File: config.mk
export PLATFORM = sky130hd
export DESIGN_NAME = pbl_coord_input
export DESIGN_NICKNAME = d
export VERILOG_FILES = /design/src/rtl/pbl_pkg.sv /design/src/rtl/pbl_debounce.sv /design/src/rtl/pbl_coord_input.sv
export SDC_FILE = /design/constraint.sdc
export NUM_CORES = 1
export LEC_CHECK = 0
export CAP_MARGIN = 10
export CORE_ASPECT_RATIO = 1.5
export CORE_UTILIZATION = 56
export CTS_CLUSTER_SIZE = 24
export DETAILED_ROUTE_END_ITERATION = 10
export DONT_BUFFER_PORTS = 1
export GPL_ROUTABILITY_DRIVEN = 1
export GPL_TIMING_DRIVEN = 0
export PLACE_DENSITY = 0.69
export SKIP_LAST_GASP = 1
export SLEW_MARGIN = 40
export SYNTH_ARGS = -nofsm -noshare
export SYNTH_HDL_FRONTEND = slang
export SYNTH_SLANG_ARGS = --single-unit
export TNS_END_PERCENT = 10
File: constraint.sdc
create_clock -name clk -period 5.05 [get_ports clk]
set_input_delay 1.01 -clock clk [delete_from_list [all_inputs] [get_ports clk]]
set_output_delay 1.01 -clock clk [all_outputs]
set_load 0.05 [all_outputs]
File: src/rtl/pbl_pkg.sv
// Shared definitions for the naval-battle board: grid geometry, game-mode
// encodings, the coordinate-input FSM states and the cell-index helper.
package pbl_pkg;

    localparam int N_COLS  = 5;
    localparam int N_LINES = 7;
    localparam int N_CELLS = N_COLS * N_LINES;

    typedef enum logic [1:0] {
        MODE_IDLE   = 2'b00,
        MODE_PLACE  = 2'b01,
        MODE_ATTACK = 2'b10,
        MODE_REVIEW = 2'b11
    } mode_t;

    typedef enum logic [1:0] {
        ST_IDLE,
        ST_SELECT,
        ST_WAIT_ACK,
        ST_RELEASE
    } coord_in_state_t;

    // Row-major cell number as used by the attack-matrix register bank.
    function automatic logic [5:0] cell_index(input logic [2:0] line, input logic [2:0] col);
        return 6'(line) * 6'(N_COLS) + 6'(col);
    endfunction

endpackage

File: src/rtl/pbl_debounce.sv
// Two-flop synchronizer plus stable-level debouncer for one active-low
// pushbutton; emits a one-cycle press pulse on an accepted 1->0 transition.
module pbl_debounce #(
    parameter int DEBOUNCE_CYCLES = 250000
) (
    input  logic clk,
    input  logic clr,
    input  logic button,
    output logic level,
    output logic press
);

    localparam int CNT_W = $clog2(DEBOUNCE_CYCLES);
    localparam logic [CNT_W-1:0] CNT_LAST = CNT_W'(DEBOUNCE_CYCLES - 1);

    logic             sync_a;
    logic             sync_b;
    logic [CNT_W-1:0] cnt;

    // Any return to the accepted level restarts the stability count.
    always_ff @(posedge clk) begin
        if (clr) begin
            sync_a <= 1'b1;
            sync_b <= 1'b1;
            level  <= 1'b1;
            cnt    <= '0;
            press  <= 1'b0;
        end else begin
            sync_a <= button;
            sync_b <= sync_a;
            press  <= 1'b0;
            if (sync_b == level) begin
                cnt <= '0;
            end else if (cnt == CNT_LAST) begin
                level <= sync_b;
                cnt   <= '0;
                press <= ~sync_b;
            end else begin
                cnt <= cnt + CNT_W'(1);
            end
        end
    end

endmodule

File: src/rtl/pbl_coord_input.sv
// Cursor, shot history and shot-issue FSM for the attack phase; turns
// debounced button presses into one valid/ready shot per confirmation.
module pbl_coord_input
    import pbl_pkg::*;
#(
    parameter int DEBOUNCE_CYCLES = 250000
) (
    input  logic       clk,
    input  logic       clr,
    input  logic       button_count,
    input  logic       button_confirmation,
    input  logic [1:0] hh1,
    input  logic       shot_ready,
    output logic [2:0] coord_col,
    output logic [2:0] coord_line,
    output logic       shot_valid,
    output logic [5:0] shot_cell,
    output logic       dup_shot,
    output logic       busy
);

    localparam logic [2:0] LAST_COL  = 3'(N_COLS - 1);
    localparam logic [2:0] LAST_LINE = 3'(N_LINES - 1);

    coord_in_state_t      state, state_n;
    logic [1:0]           mode_meta;
    mode_t                mode_s;
    logic                 count_press, count_level_unused;
    logic                 confirm_press, confirm_level;
    logic [N_CELLS-1:0]   history, history_n;
    logic [2:0]           col_n, line_n;
    logic [5:0]           cell_n, cur_cell;
    logic                 valid_n, dup_n, busy_n, attack;

    pbl_debounce #(.DEBOUNCE_CYCLES(DEBOUNCE_CYCLES)) u_db_count (
        .clk    (clk),
        .clr    (clr),
        .button (button_count),
        .level  (count_level_unused),
        .press  (count_press)
    );

    pbl_debounce #(.DEBOUNCE_CYCLES(DEBOUNCE_CYCLES)) u_db_confirm (
        .clk    (clk),
        .clr    (clr),
        .button (button_confirmation),
        .level  (confirm_level),
        .press  (confirm_press)
    );

    assign attack   = (mode_s == MODE_ATTACK);
    assign cur_cell = cell_index(coord_line, coord_col);

    always_ff @(posedge clk) begin
        if (clr) begin
            mode_meta  <= 2'b00;
            mode_s     <= MODE_IDLE;
            state      <= ST_IDLE;
            coord_col  <= '0;
            coord_line <= '0;
            shot_valid <= 1'b0;
            shot_cell  <= '0;
            dup_shot   <= 1'b0;
            busy       <= 1'b0;
            history    <= '0;
        end else begin
            mode_meta  <= hh1;
            mode_s     <= mode_t'(mode_meta);
            state      <= state_n;
            coord_col  <= col_n;
            coord_line <= line_n;
            shot_valid <= valid_n;
            shot_cell  <= cell_n;
            dup_shot   <= dup_n;
            busy       <= busy_n;
            history    <= history_n;
        end
    end

    // Confirm is tested before count so a simultaneous count press is dropped;
    // a pending shot is only left once the consumer has taken it.
    always_comb begin
        state_n   = state;
        col_n     = coord_col;
        line_n    = coord_line;
        valid_n   = shot_valid;
        cell_n    = shot_cell;
        dup_n     = 1'b0;
        history_n = history;
        if (mode_s == MODE_IDLE) history_n = '0;

        unique case (state)
            ST_IDLE: begin
                col_n  = '0;
                line_n = '0;
                if (attack) state_n = ST_SELECT;
            end
            ST_SELECT: begin
                if (!attack) begin
                    state_n = ST_IDLE;
                    col_n   = '0;
                    line_n  = '0;
                end else if (confirm_press) begin
                    if (history[cur_cell]) begin
                        dup_n   = 1'b1;
                        state_n = ST_RELEASE;
                    end else begin
                        cell_n  = cur_cell;
                        valid_n = 1'b1;
                        state_n = ST_WAIT_ACK;
                    end
                end else if (count_press) begin
                    if (coord_col == LAST_COL) begin
                        col_n  = '0;
                        line_n = (coord_line == LAST_LINE) ? 3'd0 : coord_line + 3'd1;
                    end else begin
                        col_n = coord_col + 3'd1;
                    end
                end
            end
            ST_WAIT_ACK: begin
                if (shot_valid && shot_ready) begin
                    valid_n              = 1'b0;
                    history_n[shot_cell] = 1'b1;
                    if (attack) begin
                        state_n = ST_RELEASE;
                    end else begin
                        state_n = ST_IDLE;
                        col_n   = '0;
                        line_n  = '0;
                    end
                end
            end
            ST_RELEASE: begin
                if (!attack) begin
                    state_n = ST_IDLE;
                    col_n   = '0;
                    line_n  = '0;
                end else if (confirm_level) begin
                    state_n = ST_SELECT;
                end
            end
            default: state_n = ST_IDLE;
        endcase

        busy_n = (state_n == ST_WAIT_ACK) || (state_n == ST_RELEASE);
    end

endmodule

==> Word level (Yosys, flattened, before mapping) <==
Index checks and enable logic that the tools add are counted.
{ "totals": {"ramBits": 0, "reg_bits": 100, "out_inout_bits": 15, "latch_bits": 0, "romBits": 0, "n_memories": 0} }
{ "op_classes": {"mux": 37, "shift": 0, "reduce_logical": 17, "n_bitwise": 11, "addsub": 5, "n_eq_ne": 19, "order_cmp": 3, "mul": 1, "div": 0} }
{ "ops": {"columns": ["op", "n"], "rows": [
  ["35-bit two-way mux", 3],
  ["3-bit two-way mux", 13],
  ["18-bit by 1-bit adder with 18-bit output (second input constant)", 2],
  ["18-bit equality test (second input constant)", 2],
  ["35-bit OR", 1],
  ["3-bit case mux with 4 select lines", 2],
  ["6-bit by 7-bit less-than comparator with 1-bit output (second input constant)", 2],
  ["2-bit two-way mux", 7],
  ["3-bit OR reduction", 4],
  ["2-bit equality test (second input constant)", 5],
  ["1-bit NOT", 10],
  ["1-bit two-way mux", 8],
  ["2-bit case mux with 4 select lines", 1],
  ["4-bit AND reduction", 2],
  ["3-bit by 1-bit adder with 3-bit output (second input constant)", 2],
  ["6-bit by 3-bit adder with 6-bit output", 1],
  ["1-bit binary-select mux with 6-bit select", 1],
  ["1-bit demux with 6-bit select", 1],
  ["3-bit equality test (second input constant)", 2],
  ["6-bit by 1-bit >= comparator with 1-bit output (second input constant)", 1],
  ["3-bit by 3-bit multiplier with 6-bit output (second input constant)", 1],
  ["2-bit != test (second input constant)", 3],
  ["3-bit != test (second input constant)", 2],
  ["5-bit AND reduction", 1],
  ["12 further kinds", 16]
]} }

==> Depth between registers and ports, before layout <==
{ "logic_depth": {"depth_word": 10, "depth_mapped": 11, "mapped_depth_nobuf": 9} }

==> Cells and area by module <==
From an unflattened synthesis, not the netlist that was laid out.
{ "hier_totals": {"hier_cells": 489, "hier_area_um2": 4665.7} }
{ "by_module_without_submodules": {"columns": ["module", "n_inst", "area_per_inst_um2", "cells_each"], "rows": [
  ["pbl_coord_input", 1, 2642.5, 273],
  ["pbl_debounce (u_db_confirm)", 1, 1057.3, 108],
  ["pbl_debounce (u_db_count)", 1, 965.9, 108]
]} }

==> Worst setup path before layout <==
OpenSTA, ideal clock, no wires.
{ "synth_path": {"kind": "reg-to-reg", "start": "reg coord_line[2]", "end": "reg shot_cell[4]", "n_path_buf": 2, "synth_period_minus_slack_ps": 3453, "setup_slack_ps": 1597, "t_arrival_ps": 3338, "stages_incl_launch_ff": 12, "setup_time_ps": 115, "t_required_ps": 4935, "cell_sequence": "dfxtp_1 ha_1 ha_1 fa_1 clkbuf_1 mux4_1 nand2_1 nand3_1 a311oi_1 buf_2 nor2b_1 o21ba_2"} }
{ "synth_via": {"elab_chain_len": 6} }
{ "synth_rtl": {"columns": ["item", "line", "text"], "rows": [
  ["from (decl)", "pbl_coord_input.sv:15", "output logic [2:0] coord_line,"],
  ["from (signal assigned)", "pbl_coord_input.sv:71", "coord_line <= line_n;"],
  ["3-bit by 3-bit multiplier with 6-bit output", "pbl_pkg.sv:25", "return 6'(line) * 6'(N_COLS) + 6'(col);"],
  ["6-bit by 3-bit adder with 6-bit output", "pbl_pkg.sv:25", null],
  ["net cur_cell[2]", "pbl_coord_input.sv:32", "logic [5:0] cell_n, cur_cell;"],
  ["1-bit binary-select mux with 6-bit select", "pbl_coord_input.sv:104", "if (history[cur_cell]) begin"],
  ["1-bit two-way mux (not written as such)", "pbl_coord_input.sv:104", null],
  ["1-bit NOT (no line)", null, null],
  ["4-bit AND reduction (no line)", null, null],
  ["to (signal assigned)", "pbl_coord_input.sv:73", "shot_cell <= cell_n;"],
  ["to (decl)", "pbl_coord_input.sv:17", "output logic [5:0] shot_cell,"]
]} }
The timed path passes the listed nets, and every way through them passes these cells. The select of a mux whose other input is x is not followed.
A chain may end at the register's enable or synchronous reset.

==> Worst setup path in the final report <==
{ "layout_path": {"start": "reg coord_line[0]", "end": "reg shot_cell[3]"} }
Same word-level chain as after synthesis.

==> results.txt <==
P_int - 1.13 mW
routed len/inst - 15.7 um
Post-Syn Area - 0.00449 mm2
share of the synthesized area in the top cell type - 0.442
initial antenna violation count - 0
drt total wl - 9570 um
ys flop type - dfxtp_1
max_slew headroom - 0.426
unrepaired setup endpoints after global routing - no
final worst-path cycle share - 0.791
Die Area - 0.00838 mm2
CP arrival - 4260 ps
CTS resizes - 0
GPL Wtd Cong - 0.839
Final Setup Violations - 0
Post-Synth Simple-Gate Area - 0.228
Final Max Tran Viols - 0
Hold Crit Depth - 1
most frequent cells in the layout - dfxtp_1 (99), nor2_1 (96), a22oi_1 (35)
Final Power - 1.45 mW
Via density - 5.73
switch share - 0.222
Sink Count - 99
post-DP HPWL - 6800 um
CP Launch Type - flip-flop
clock share of power - 0.437
register area share after synthesis - 0.442
area grow syn2layout - 9.45%
GR Util All Layers - 0.246
Worst Reg2Reg Path Length in Cells - 11
Layout Skew - 7.74 ps
Cells after Synth - 492
Die Y - 112 um
clock buffer depth - 2
post-synthesis xor/xnor area fraction - 0.0781
setup_tns - 0 ps
CTS buffer count - 9
TritonCTS clock tree - yes
# IOs - 22
Unique masters post-synth - 55
outcome - completed
Max H-tree Level - 3
Yosys top cell by area - dfxtp_1
asr flop ratio synth - 0
maxcap violations - 0
Worst IR Drop VDD - 0.295 mV
IO buf count - 0
Synth area leaders - dfxtp_1 (44%), nor2_1 (8.0%), a22oi_1 (5.9%)
drt drc - 0
initial DRC count - 221
Peak Freq - 0.250 GHz
mux cell area share after synthesis - 0.0532
initial core utilization - 0.582
core area - 0.00771 mm2
antenna-violating nets left - 0
most common cell after layout, fill and taps aside - dfxtp_1
hold_ws - 413 ps
Hold/Removal Path Class - reg2reg
diodes inserted - 0
total grt overflow - 0
Adder-Cell Fraction of Synth Area - 0.0407
Tmin final - 3990 ps
via count - 3490
Max Fanout on Critical Path - 10
Hold Buf Count CTS - 0
row cnt - 39
net switching power - 0.321 mW
Post-synth EDFFs - 0
Clock transition at path regs - 70 ps
Final #Nets - 524
sequential share of power - 0.544
Synthesized Nets - 513
Die Span X - 75.1 um
LEAKAGE - 1.69 nW
largest family of logic cells by synthesized area - simple AND/OR/NAND/NOR gates
Critical Path End Type - flip-flop
post-synthesis register bit count - 99
largest net degree at the start of global routing - 17
drt pass-1 iters - 7
clk_lat worst skew - 350 ps
Worst EP required - 5310 ps
postcts setup bufs - 0
number of global-route vias before repair - 3416
crit path kind - reg2reg
share of post-route cells with drive strength above 1 - 0.0789
final hold violations - 0
Logic pwr share - 0.020
complex-gate fraction of the synthesized area - 0.122
Yosys warning count - 0
Pwr Density - 294 mW/mm2
first-pass GRT wire length - 15600 um
Synth Area per Inst - 9.12 um2
Root Buffer Master - clkbuf_16
Slew @ Worst Pin - 854 ps
## critical path, cell delays in order, from the launching register on
cell and delay (ps):
dfxtp_1 760, ha_1 350, ha_1 330, fa_1 540
clkbuf_1 420, nor2b_1 130, a221oi_1 360, nand3_1 150
a311oi_1 330, buf_2 250, nor3_1 60, nor3_1 210
## cell families after synthesis
family          after synthesis
buf+inv                      34
simple gates                211
compound gates               77
mux                          17
flops                        99
xor+xnor                     40
fa+ha+maj                    14
## layer usage
layer,wire [um],part of all wire,GRT usage
met2,5080,0.53,0.420
met4,224,0.023,0.142
met3,348,0.036,0.0489
met1,3920,0.41,0.275
met5,0,0,0
## synthesized netlist by cell type, types with 3 or more instances
library cell	number
nand4_1	10
nor4b_1	4
xnor2_1	22
nand3_1	17
nand2b_1	6
o21a_1	3
and3_1	6
mux4_1	3
nand2_1	22
mux2i_1	7
a21oi_1	12
a21o_1	3
clkbuf_1	17
and2_1	4
nor3_1	13
or2_2	6
inv_1	11
nor2_1	96
o21ai_0	7
mux2_2	5
ha_1	13
xor2_1	18
nor3b_1	3
a22oi_1	35
dfxtp_1	99
nor4_1	4
a311oi_1	4
nor2b_1	8
## per-stage QoR
step,area (um2),worst slack [ps],utilization,instances
floorplan,4490,1600,-,492
global placement,4620,1160,0.599,594
detailed placement,4620,1110,0.599,594
CTS,4890,1070,0.634,609
global route,4910,907,0.637,609
finish,4910,1060,0.637,609
## final timing paths
kind	startpoint	endpoint	slack [ps]
worst max-delay path	coord_line[0]$_SDFFE_PP0P_	shot_cell[3]$_SDFFE_PP0P_	1060
worst min-delay path	u_db_count.sync_a$_SDFF_PP1_	u_db_count.sync_b$_SDFF_PP1_	410
worst max register to register	coord_line[0]$_SDFFE_PP0P_	shot_cell[3]$_SDFFE_PP0P_	1060
worst min register to register	u_db_count.sync_a$_SDFF_PP1_	u_db_count.sync_b$_SDFF_PP1_	410
## area by class of cell
| cell class | instances | area, um2 |
|---|---|---|
| buffer | 23 | 120 |
| clock buffer | 10 | 229 |
| clock inverter | 5 | 41.3 |
| fill | 671 | 2800 |
| inverter | 11 | 41.3 |
| multi-input combinational | 359 | 2370 |
| sequential | 99 | 1980 |
| tap | 102 | 128 |
## power groups by stage
stage / Combinational, mW / Sequential, mW / Clock, mW
after CTS: 0.0284 / 0.786 / 0.641
final: 0.0282 / 0.786 / 0.632
after floorplan: 0.0208 / 0.804 / 0
after global routing: 0.0311 / 0.786 / 0.678
after global placement: 0.0278 / 0.804 / 0
after detailed placement: 0.0283 / 0.804 / 0
## flip-flops by register name, summed over array words and instances (netlist names), 2 cells and up
register          flops
coord_line            3
mode_s                2
mode_meta             2
u_db_confirm.cnt     18
coord_col             3
u_db_count.cnt       18
shot_cell             6
history              35
No activity file was read; power rests on OpenSTA's default activity.
